### src/rtl/bcd_serial_subtractor.sv
// rtl/bcd_serial_subtractor.sv - digit-serial BCD subtractor, LSD first, start/busy/done handshake
// Define BCD_SUB_MAGNITUDE_EN to add the FIX pass that turns negative results into sign-magnitude.
module bcd_serial_subtractor #(
   parameter int DIGITS = 4
) (
   input  logic                  clk,
   input  logic                  rst,
   input  logic                  start,
   input  logic [4*DIGITS-1:0]   Minuend,
   input  logic [4*DIGITS-1:0]   Subtrahend,
   input  logic                  Borrow_in,
   output logic [4*DIGITS-1:0]   Difference,
   output logic                  Borrow_out,
   output logic                  Invalid,
   output logic                  busy,
   output logic                  done
);

   localparam int IW = $clog2(DIGITS + 1);
   localparam logic [IW-1:0] IDX_LAST = IW'(DIGITS - 1);
   localparam logic [IW-1:0] IDX_END  = IW'(DIGITS);

   localparam logic [1:0] S_IDLE = 2'd0;
   localparam logic [1:0] S_SUB  = 2'd1;
`ifdef BCD_SUB_MAGNITUDE_EN
   localparam logic [1:0] S_FIX  = 2'd2;
`endif
   localparam logic [1:0] S_DONE = 2'd3;

   logic [1:0]            r_state;
   logic [IW-1:0]         r_idx;
   logic [4*DIGITS-1:0]   r_a;
   logic [4*DIGITS-1:0]   r_b;
   logic [4*DIGITS-1:0]   r_diff;
   logic                  r_borrow;
   logic                  r_borrow_out;
   logic                  r_invalid;
   logic                  r_busy;
   logic                  r_done;

   logic                  w_invalid;
   logic [3:0]            w_a;
   logic [3:0]            w_b;
`ifdef BCD_SUB_MAGNITUDE_EN
   logic [3:0]            w_r;
`endif
   logic [3:0]            w_op_a;
   logic [3:0]            w_op_b;
   logic [4:0]            w_d;
   logic [3:0]            w_dig;

   always_comb begin
      w_invalid = 1'b0;
      for (int i = 0; i < DIGITS; i++) begin
         if (Minuend[4*i +: 4] > 4'd9 || Subtrahend[4*i +: 4] > 4'd9)
            w_invalid = 1'b1;
      end
   end

   // Digit selected by the running index; same subtract cell serves SUB and FIX.
   always_comb begin
      w_a = 4'd0;
      w_b = 4'd0;
`ifdef BCD_SUB_MAGNITUDE_EN
      w_r = 4'd0;
`endif
      for (int i = 0; i < DIGITS; i++) begin
         if (r_idx == IW'(i)) begin
            w_a = r_a[4*i +: 4];
            w_b = r_b[4*i +: 4];
`ifdef BCD_SUB_MAGNITUDE_EN
            w_r = r_diff[4*i +: 4];
`endif
         end
      end
      w_op_a = w_a;
      w_op_b = w_b;
`ifdef BCD_SUB_MAGNITUDE_EN
      if (r_state == S_FIX) begin
         w_op_a = 4'd0;
         w_op_b = w_r;
      end
`endif
      w_d   = {1'b0, w_op_a} - {1'b0, w_op_b} - {4'b0000, r_borrow};
      w_dig = w_d[4] ? (w_d[3:0] + 4'd10) : w_d[3:0];
   end

   always_ff @(posedge clk) begin
      if (rst) begin
         r_state      <= S_IDLE;
         r_idx        <= '0;
         r_a          <= '0;
         r_b          <= '0;
         r_diff       <= '0;
         r_borrow     <= 1'b0;
         r_borrow_out <= 1'b0;
         r_invalid    <= 1'b0;
         r_busy       <= 1'b0;
         r_done       <= 1'b0;
      end else begin
         case (r_state)
            S_IDLE: begin
               r_done <= 1'b0;
               if (start) begin
                  r_a          <= Minuend;
                  r_b          <= Subtrahend;
                  r_borrow     <= Borrow_in;
                  r_idx        <= '0;
                  r_diff       <= '0;
                  r_borrow_out <= 1'b0;
                  r_invalid    <= w_invalid;
                  r_busy       <= 1'b1;
                  r_state      <= S_SUB;
               end
            end
            S_SUB: begin
               if (r_idx == IDX_END) begin
                  // Extra cycle after the last digit publishes the sign.
                  r_borrow_out <= r_borrow;
`ifdef BCD_SUB_MAGNITUDE_EN
                  if (r_borrow) begin
                     r_idx    <= '0;
                     r_borrow <= 1'b0;
                     r_state  <= S_FIX;
                  end else begin
                     r_busy  <= 1'b0;
                     r_done  <= 1'b1;
                     r_state <= S_DONE;
                  end
`else
                  r_busy  <= 1'b0;
                  r_done  <= 1'b1;
                  r_state <= S_DONE;
`endif
               end else begin
                  for (int i = 0; i < DIGITS; i++) begin
                     if (r_idx == IW'(i))
                        r_diff[4*i +: 4] <= w_dig;
                  end
                  r_borrow <= w_d[4];
                  r_idx    <= r_idx + IW'(1);
               end
            end
`ifdef BCD_SUB_MAGNITUDE_EN
            S_FIX: begin
               for (int i = 0; i < DIGITS; i++) begin
                  if (r_idx == IW'(i))
                     r_diff[4*i +: 4] <= w_dig;
               end
               r_borrow <= w_d[4];
               if (r_idx == IDX_LAST) begin
                  r_busy  <= 1'b0;
                  r_done  <= 1'b1;
                  r_state <= S_DONE;
               end else begin
                  r_idx <= r_idx + IW'(1);
               end
            end
`endif
            S_DONE: begin
               r_done  <= 1'b0;
               r_state <= S_IDLE;
            end
            default: begin
               r_state <= S_IDLE;
            end
         endcase
      end
   end

   assign Difference = r_diff;
   assign Borrow_out = r_borrow_out;
   assign Invalid    = r_invalid;
   assign busy       = r_busy;
   assign done       = r_done;

endmodule
### config.mk
export PLATFORM = sky130hd
export DESIGN_NAME = bcd_serial_subtractor
export DESIGN_NICKNAME = d
export VERILOG_FILES = /design/src/rtl/bcd_serial_subtractor.sv
export SDC_FILE = /design/constraint.sdc
export NUM_CORES = 1
export LEC_CHECK = 0
export ABC_AREA = 1
export ABC_CLOCK_PERIOD_IN_PS = 3300
export CORE_UTILIZATION = 25
export CTS_BUF_LIST = sky130_fd_sc_hd__clkbuf_4
export CTS_CLUSTER_DIAMETER = 80
export DETAILED_ROUTE_END_ITERATION = 8
export GPL_TIMING_DRIVEN = 1
export PLACE_DENSITY = 0.45
export SLEW_MARGIN = 40
export SYNTH_ARGS = -nofsm -noshare
export SYNTH_HDL_FRONTEND = slang
export SYNTH_SLANG_ARGS = --single-unit
### constraint.sdc
create_clock -name clk -period 3.3 [get_ports clk]
set_clock_uncertainty 0.1 [all_clocks]
set_input_delay 0.66 -clock clk [delete_from_list [all_inputs] [get_ports clk]]
set_output_delay 0.66 -clock clk [all_outputs]
set_load 0.005 [all_outputs]
==> results.yml, run 1 <==
floorplanning:
  rows: 38
  core_area_um2: 10800
  dieArea_um2: 11600
  die_w_um: 108
  io-pin-count: 56
  die_h_um: 108
  initial_core_util: 0.257
status:
  status: "complete, no violations"
global_routing:
  grt_use_total: 0.150
  first_global_vias: 2697
  grt_pass1_wl_mm: 13.3
  grt.overflow.total: 0
  grt_max_degree: 49
  antenna_found_initial: 0
timing:
  tightest_slew_ns: 0.531
  fin_hold_ws_ns: 0.364
  hold_viol_final: 0
  slew_violations: 0
  min_period_ns: 3.14
  period_share: 0.952
  timing.slew.headroom: 0.645
  setup-violations-final: 0
  fmaxAchievable_ghz: 0.318
cts:
  clk_latency_ns: 0.40
  cts-root-buf: "clkbuf_4"
  max-clock-path-buffers: 2
  htreeDepth: 3
  cts_made_buffers: 9
  clkTransAtPathRegs_ns: 0.09
  clock-sinks: 58
  hold_buffers: 0
  cts_tree: "yes"
yosys:
  synth_edf_count: 0
  synth_flop_cell: "dfxtp_1"
  postSynthCellCount: 370
  synthDistinctLibCells: 32
  ys_seq_area_frac: 0.417
  ys_async_sr_fraction: 0
  ys_ff_latch: 58
  yosysWarnings: 0
  synthesis.nets: 420
  avgSynthCellArea_um2: 7.52
  syn_area_um2: 2780
place:
  gp_congestion: 0.775
  port_buffers: 55
  dp_hpwl_mm: 5.78
  place_inst: 557
setup_path:
  critPathLaunchType: "flip-flop"
  reg2reg_depth: 18
  r2r_end: "Difference[7]"
  worst_setup_path_end_kind: "flip-flop"
  required_ns: 3.53
  critPathKind: "reg -> reg"
  worst-endpoint-arrival_ns: 3.37
  critPathMaxFanout: 4
  crit_family: "adder cells"
  worst-path-buf-inv: 5
  crit_chain: "inv_4 -> ha_4 -> inv_1 -> nor2_4 -> nand3_2 -> a311oi_2 -> a21oi_2 -> fa_2 -> inv_2 -> fa_2 -> ha_1 -> inv_1 -> nand4_1 -> nand2_1 -> inv_1 -> nand2_2 -> nand3_4 -> a21oi_2"
  critical-path-slowest-cell: "fa_2"
  rr_startpoint: "r_idx[1]"
  rrSetupSlack_ns: 0.16
  cp_common_cell: "inv_1"
  cpPeakStageDelay_ns: 0.45
detailed_routing:
  dr.pass1.iters: 4
  wl_per_cell_um: 13.4
  drt_iter0_drc: 93
  drc: 0
  antenna_left: 0
  vias: 2620
  drt-total-wl_mm: 7.80
  viasPerCell: 4.52
finish:
  stdcell_count: 580
  syn2layout_area_growth_pct: 37.1
  final_nets: 486
  drive_gt1_frac: 0.157
  fillers: 1169
  n_antenna_cell: 0
job:
  max_cap_viol_count: 0
worst_hold_path:
  hold_path.class: "reg -> reg"
  hold_path_depth: 2
  hold_path_end: "Borrow_out"
  holdCritStartpoint: "Borrow_out"
power:
  vdd.ir_drop.worst_mv: 0.283
  finalPower_uw: 3270
  power_density_nw_per_um2: 858
  p_leak_uw: 0.00156
[logic make-up after synthesis]
group / share of synthesized area
DFF: 0.417
buffers and inverters: 0.0778
AOI/OAI and AO/OA: 0.239
adders and majority gates: 0.0683
and+or+nand+nor: 0.197
[metrics by stage]
step	utilization	TNS [ns]	setup WS (ns)	cell area, µm²
2_1_floorplan	-	0	0.294	2780
3_3_place_gp	0.323	-0.756	-0.167	3500
3_5_place_dp	0.323	-1.04	-0.193	3500
4_1_cts	0.340	0	0.00505	3690
5_1_grt	0.352	-0.00760	-0.00760	3810
6_report	0.352	0	0.159	3810
[synth_stat cells, types with 4 or more instances]
cell / instances / share of area
nor2_1: 60 / 0.081
dfxtp_1: 58 / 0.42
o21ai_0: 49 / 0.088
nand2_1: 38 / 0.051
inv_1: 33 / 0.045
a21oi_1: 32 / 0.058
nand3_1: 18 / 0.032
o21ai_1: 15 / 0.027
clkbuf_1: 13 / 0.018
ha_1: 12 / 0.054
a211oi_1: 5 / 0.013
inv_2: 4 / 0.0054
[state kept, by name, summed over array words and instances (netlist names)]
name	flops
r_b	16
r_idx	3
Borrow_out	1
Invalid	1
r_state	2
Difference	16
done	1
r_borrow	1
busy	1
r_a	16
[how the worst max path moves through the flow]
stage              from             end  slack, ns  cells past startpoint
2_1_floorplan  r_idx[0]   Difference[7]       0.29                     19
5_1_grt        r_idx[1]   Difference[7]     -0.008                     18
4_1_cts        r_idx[0]   Difference[7]      0.005                     18
3_5_place_dp   r_idx[0]  Difference[10]      -0.19                     12
6_report       r_idx[1]   Difference[7]       0.16                     18
3_3_place_gp   r_idx[1]  Difference[10]      -0.17                     13
[timing repair]
item | 4_1_cts | 5_1_grt
setup endpoints to repair | 8 | 12
buffers inserted | 4 | 4
pin swaps | 2 | 8
hold endpoints to repair | 0 | 0
gates resized for setup | 3 | 29
[layer usage]
metal / part of all wire / GRT usage / vias to the layer above
met2: 0.46 / 0.239 / 54
met5: 0 / 0 / -
met4: 0.020 / 0.0538 / 0
met3: 0.037 / 0.0339 / 13
met1: 0.48 / 0.197 / 1185
li1: - / - / 1368
[report_power, final]
group          leakage, µW  total [µW]  internal (µW)  switching, µW
sequential        0.000482         978            868            110
clock            0.0000731         561            298            263
combinational      0.00101        1730            746            988
total              0.00156        3270           1910           1360
[worst register-to-register path, cell delays in order (launching register included)]
cell	delay [ns]
dfxtp_4	0.37
inv_4	0.08
ha_4	0.14
inv_1	0.06
nor2_4	0.14
nand3_2	0.08
a311oi_2	0.33
a21oi_2	0.07
fa_2	0.34
inv_2	0.07
fa_2	0.45
ha_1	0.19
inv_1	0.07
nand4_1	0.10
nand2_1	0.11
inv_1	0.06
nand2_2	0.08
nand3_4	0.11
a21oi_2	0.15
[area by class of cell]
type / count / area [µm²] / area share
clock buffers: 9 / 67.6 / 0.0177
clock inverters: 6 / 82.6 / 0.0216
flip-flops and latches: 58 / 1170 / 0.307
well taps: 140 / 175 / 0.0459
multi-input cells: 258 / 1500 / 0.392
repair buffers: 72 / 678 / 0.178
inverters: 37 / 144 / 0.0377
[placed cells by master, fill, tap and decap left out, types with 2 or more instances in the layout]
cell	Yosys	layout
a211oi_1	5	5
a21oi_1	32	28
a21oi_2	2	6
a21oi_4	2	2
a311oi_1	3	2
buf_4	1	17
bufinv_16	0	2
clkbuf_4	0	9
clkdlybuf4s50_1	0	55
clkinv_1	0	2
clkinvlp_4	0	2
dfxtp_1	58	55
dfxtp_4	0	3
fa_2	0	2
ha_1	12	8
ha_2	0	2
ha_4	0	2
inv_1	33	30
inv_2	4	5
inv_4	0	2
nand2_1	38	37
nand2_2	3	4
nand3_1	18	16
nand3_2	3	4
nor2_1	60	60
nor2_4	0	2
o211a_1	3	3
o21ai_0	49	48
o21ai_1	15	15
No activity file was read; power rests on OpenSTA's default activity.
==> run 2: changes to the inputs <==
- ABC_CLOCK_PERIOD_IN_PS: 3300 -> unset
- CTS_CLUSTER_DIAMETER: 80 -> 100
==> results of run 2 <==
The final DEF is identical to that of run 1; final timing and power are the same.
==> run 3: changes to the inputs <==
- CTS_BUF_LIST: sky130_fd_sc_hd__clkbuf_4 -> unset
- HOLD_SLACK_MARGIN: unset -> 0.15
- clock period: 3.3 -> 3.71 ns (I/O delays scaled with it)
==> results.yml, run 3 (synthesis gave the netlist of run 1 again) <==
global_routing:
  grt_max_degree: 38
  antenna_found_initial: 0
  grt_util_met2: 0.219
  grt_use_met3: 0.0303
  grt.overflow.total: 0
  grt_use_total: 0.142
  first_global_vias: 2510
  grtUsageMet1: 0.188
  busiest_layer: "met2"
  grt_pass1_wl_mm: 12.4
floorplanning:
  io-pin-count: 56
  dieArea_um2: 11600
  rows: 38
  core_area_um2: 10800
  die_w_um: 108
  die_h_um: 108
  initial_core_util: 0.257
power:
  seqPwrFrac: 0.307
  finalPower_uw: 2790
  p_sw_frac: 0.398
  vdd.ir_drop.worst_mv: 0.336
  power_frac_clock: 0.214
  p_int_uw: 1680
  switchingPower_uw: 1110
  p_leak_uw: 0.00155
  power_density_nw_per_um2: 753
  p_comb_frac: 0.479
cts:
  cts-root-buf: "clkbuf_8"
  clock-sinks: 58
  htreeDepth: 3
  clkTransAtPathRegs_ns: 0.07
  max-clock-path-buffers: 2
  clk_latency_ns: 0.33
  cts_tree: "yes"
  cts_made_buffers: 9
setup_path:
  worst_setup_path_end_kind: "flip-flop"
  cp_common_cell: "inv_1"
  critical-path-slowest-cell: "fa_1"
  cpPeakStageDelay_ns: 0.47
  critPathLaunchType: "flip-flop"
  crit_chain: "inv_1 -> ha_1 -> nand2_4 -> o21ai_0 -> a31oi_1 -> o21ai_1 -> fa_1 -> inv_1 -> fa_1 -> ha_1 -> inv_1 -> nand4_1 -> nand2_1 -> inv_1 -> nand2_1 -> nand3_2 -> a21oi_1"
  crit_family: "adder cells"
  critPathMaxFanout: 16
  required_ns: 3.88
  critPathKind: "reg -> reg"
  worst-path-buf-inv: 4
  worst-endpoint-arrival_ns: 3.50
timing:
  timing.slew.headroom: 0.656
  tightest_slew_ns: 0.515
  hold_viol_final: 0
  period_share: 0.898
  rsz0062_at_grt: "no"
  min_period_ns: 3.33
  fmaxAchievable_ghz: 0.300
  setup-violations-final: 0
  fin_setup_tns_ns: 0
  slew_violations: 0
place:
  port_buffers: 55
  gp_congestion: 0.752
  place_inst: 555
  dp_hpwl_mm: 5.75
job:
  max_cap_viol_count: 0
finish:
  final-seq-area_um2: 1160
  n_antenna_cell: 0
  syn2layout_area_growth_pct: 33.2
  stdcell_count: 571
  fillers: 1180
  drive_gt1_frac: 0.0951
  multi_input_area_um2: 1420
  layout_common_cells: "nor2_1, dfxtp_1, clkdlybuf4s50_1"
  final_nets: 477
  final_common_cell: "nor2_1"
  utilization: 0.342
detailed_routing:
  viasPerCell: 4.44
  vias: 2538
  drc: 0
  drt-total-wl_mm: 7.54
  wl_per_cell_um: 13.2
  drt_iter0_drc: 106
  antenna_left: 0
  dr.pass1.iters: 4
worst_hold_path:
  hold_path.class: "reg -> reg"
status:
  status: "complete, no violations"
run 3: cell count changes in the layout (fill, tap and decap cells not counted), moves of 3 or more:
cell / before / now
buf_4: 17 / 8
clkbuf_4: 9 / 0
a21oi_2: 6 / 2
ha_1: 8 / 11
a21oi_1: 28 / 32
clkbuf_8: 0 / 12
dfxtp_1: 55 / 58
dfxtp_4: 3 / 0
inv_1: 30 / 33
run 3: worst reg2reg max path: cells and delay by family (launching register included):
family	cells	cell delay [ns]
AOI/OAI and AO/OA	4	0.61
adders and majority gates	4	1.30
buffers and inverters	4	0.30
DFF	1	0.36
and+or+nand+nor	5	0.59
run 3: metrics by stage:
stage	setup WS [ns]	hold WS, ns	cell area (µm²)
CTS	0.154	0.360	3690
finish	0.377	0.354	3710
global placement	0.244	0.345	3480
global route	0.0109	0.376	3710
detailed placement	0.154	0.350	3480
floorplan	0.704	0.325	2780
run 3: cell type report:
cell class | count | share of cell area
clock buffers | 13 | 0.0456
well taps | 140 | 0.0472
clock inverters | 2 | 0.00945
multi-input cells | 258 | 0.382
repair buffers | 63 | 0.165
flip-flops and latches | 58 | 0.313
inverters | 37 | 0.0375
run 3: repair_timing:
item | CTS | global route
buffers inserted | 0 | 1
gates resized for setup | 0 | 3
endpoints found under the setup margin | 0 | 8
hold buffers | 0 | 0
run 3: path summary, 6_finish.rpt:
kind	to	startpoint	cells after the start	slack (ns)
max reg2reg	Difference[15]	r_idx[0]	17	0.38
max	Difference[15]	r_idx[0]	17	0.38
min reg2reg	r_a[13]	r_a[13]	2	0.35
min	r_a[13]	r_a[13]	2	0.35
run 3: layer usage:
layer,vias to the layer above,share of wire
met1,1126,0.51
met5,-,0
met3,13,0.030
met2,46,0.44
li1,1353,-
met4,0,0.021
run 3: power groups by stage:
stage | logic, µW | registers [µW] | clock network (µW)
after floorplan | 904 | 853 | 0
after global placement | 1320 | 875 | 0
after detailed placement | 1310 | 873 | 0
after CTS | 1320 | 861 | 623
after global routing | 1560 | 878 | 643
final | 1340 | 858 | 597
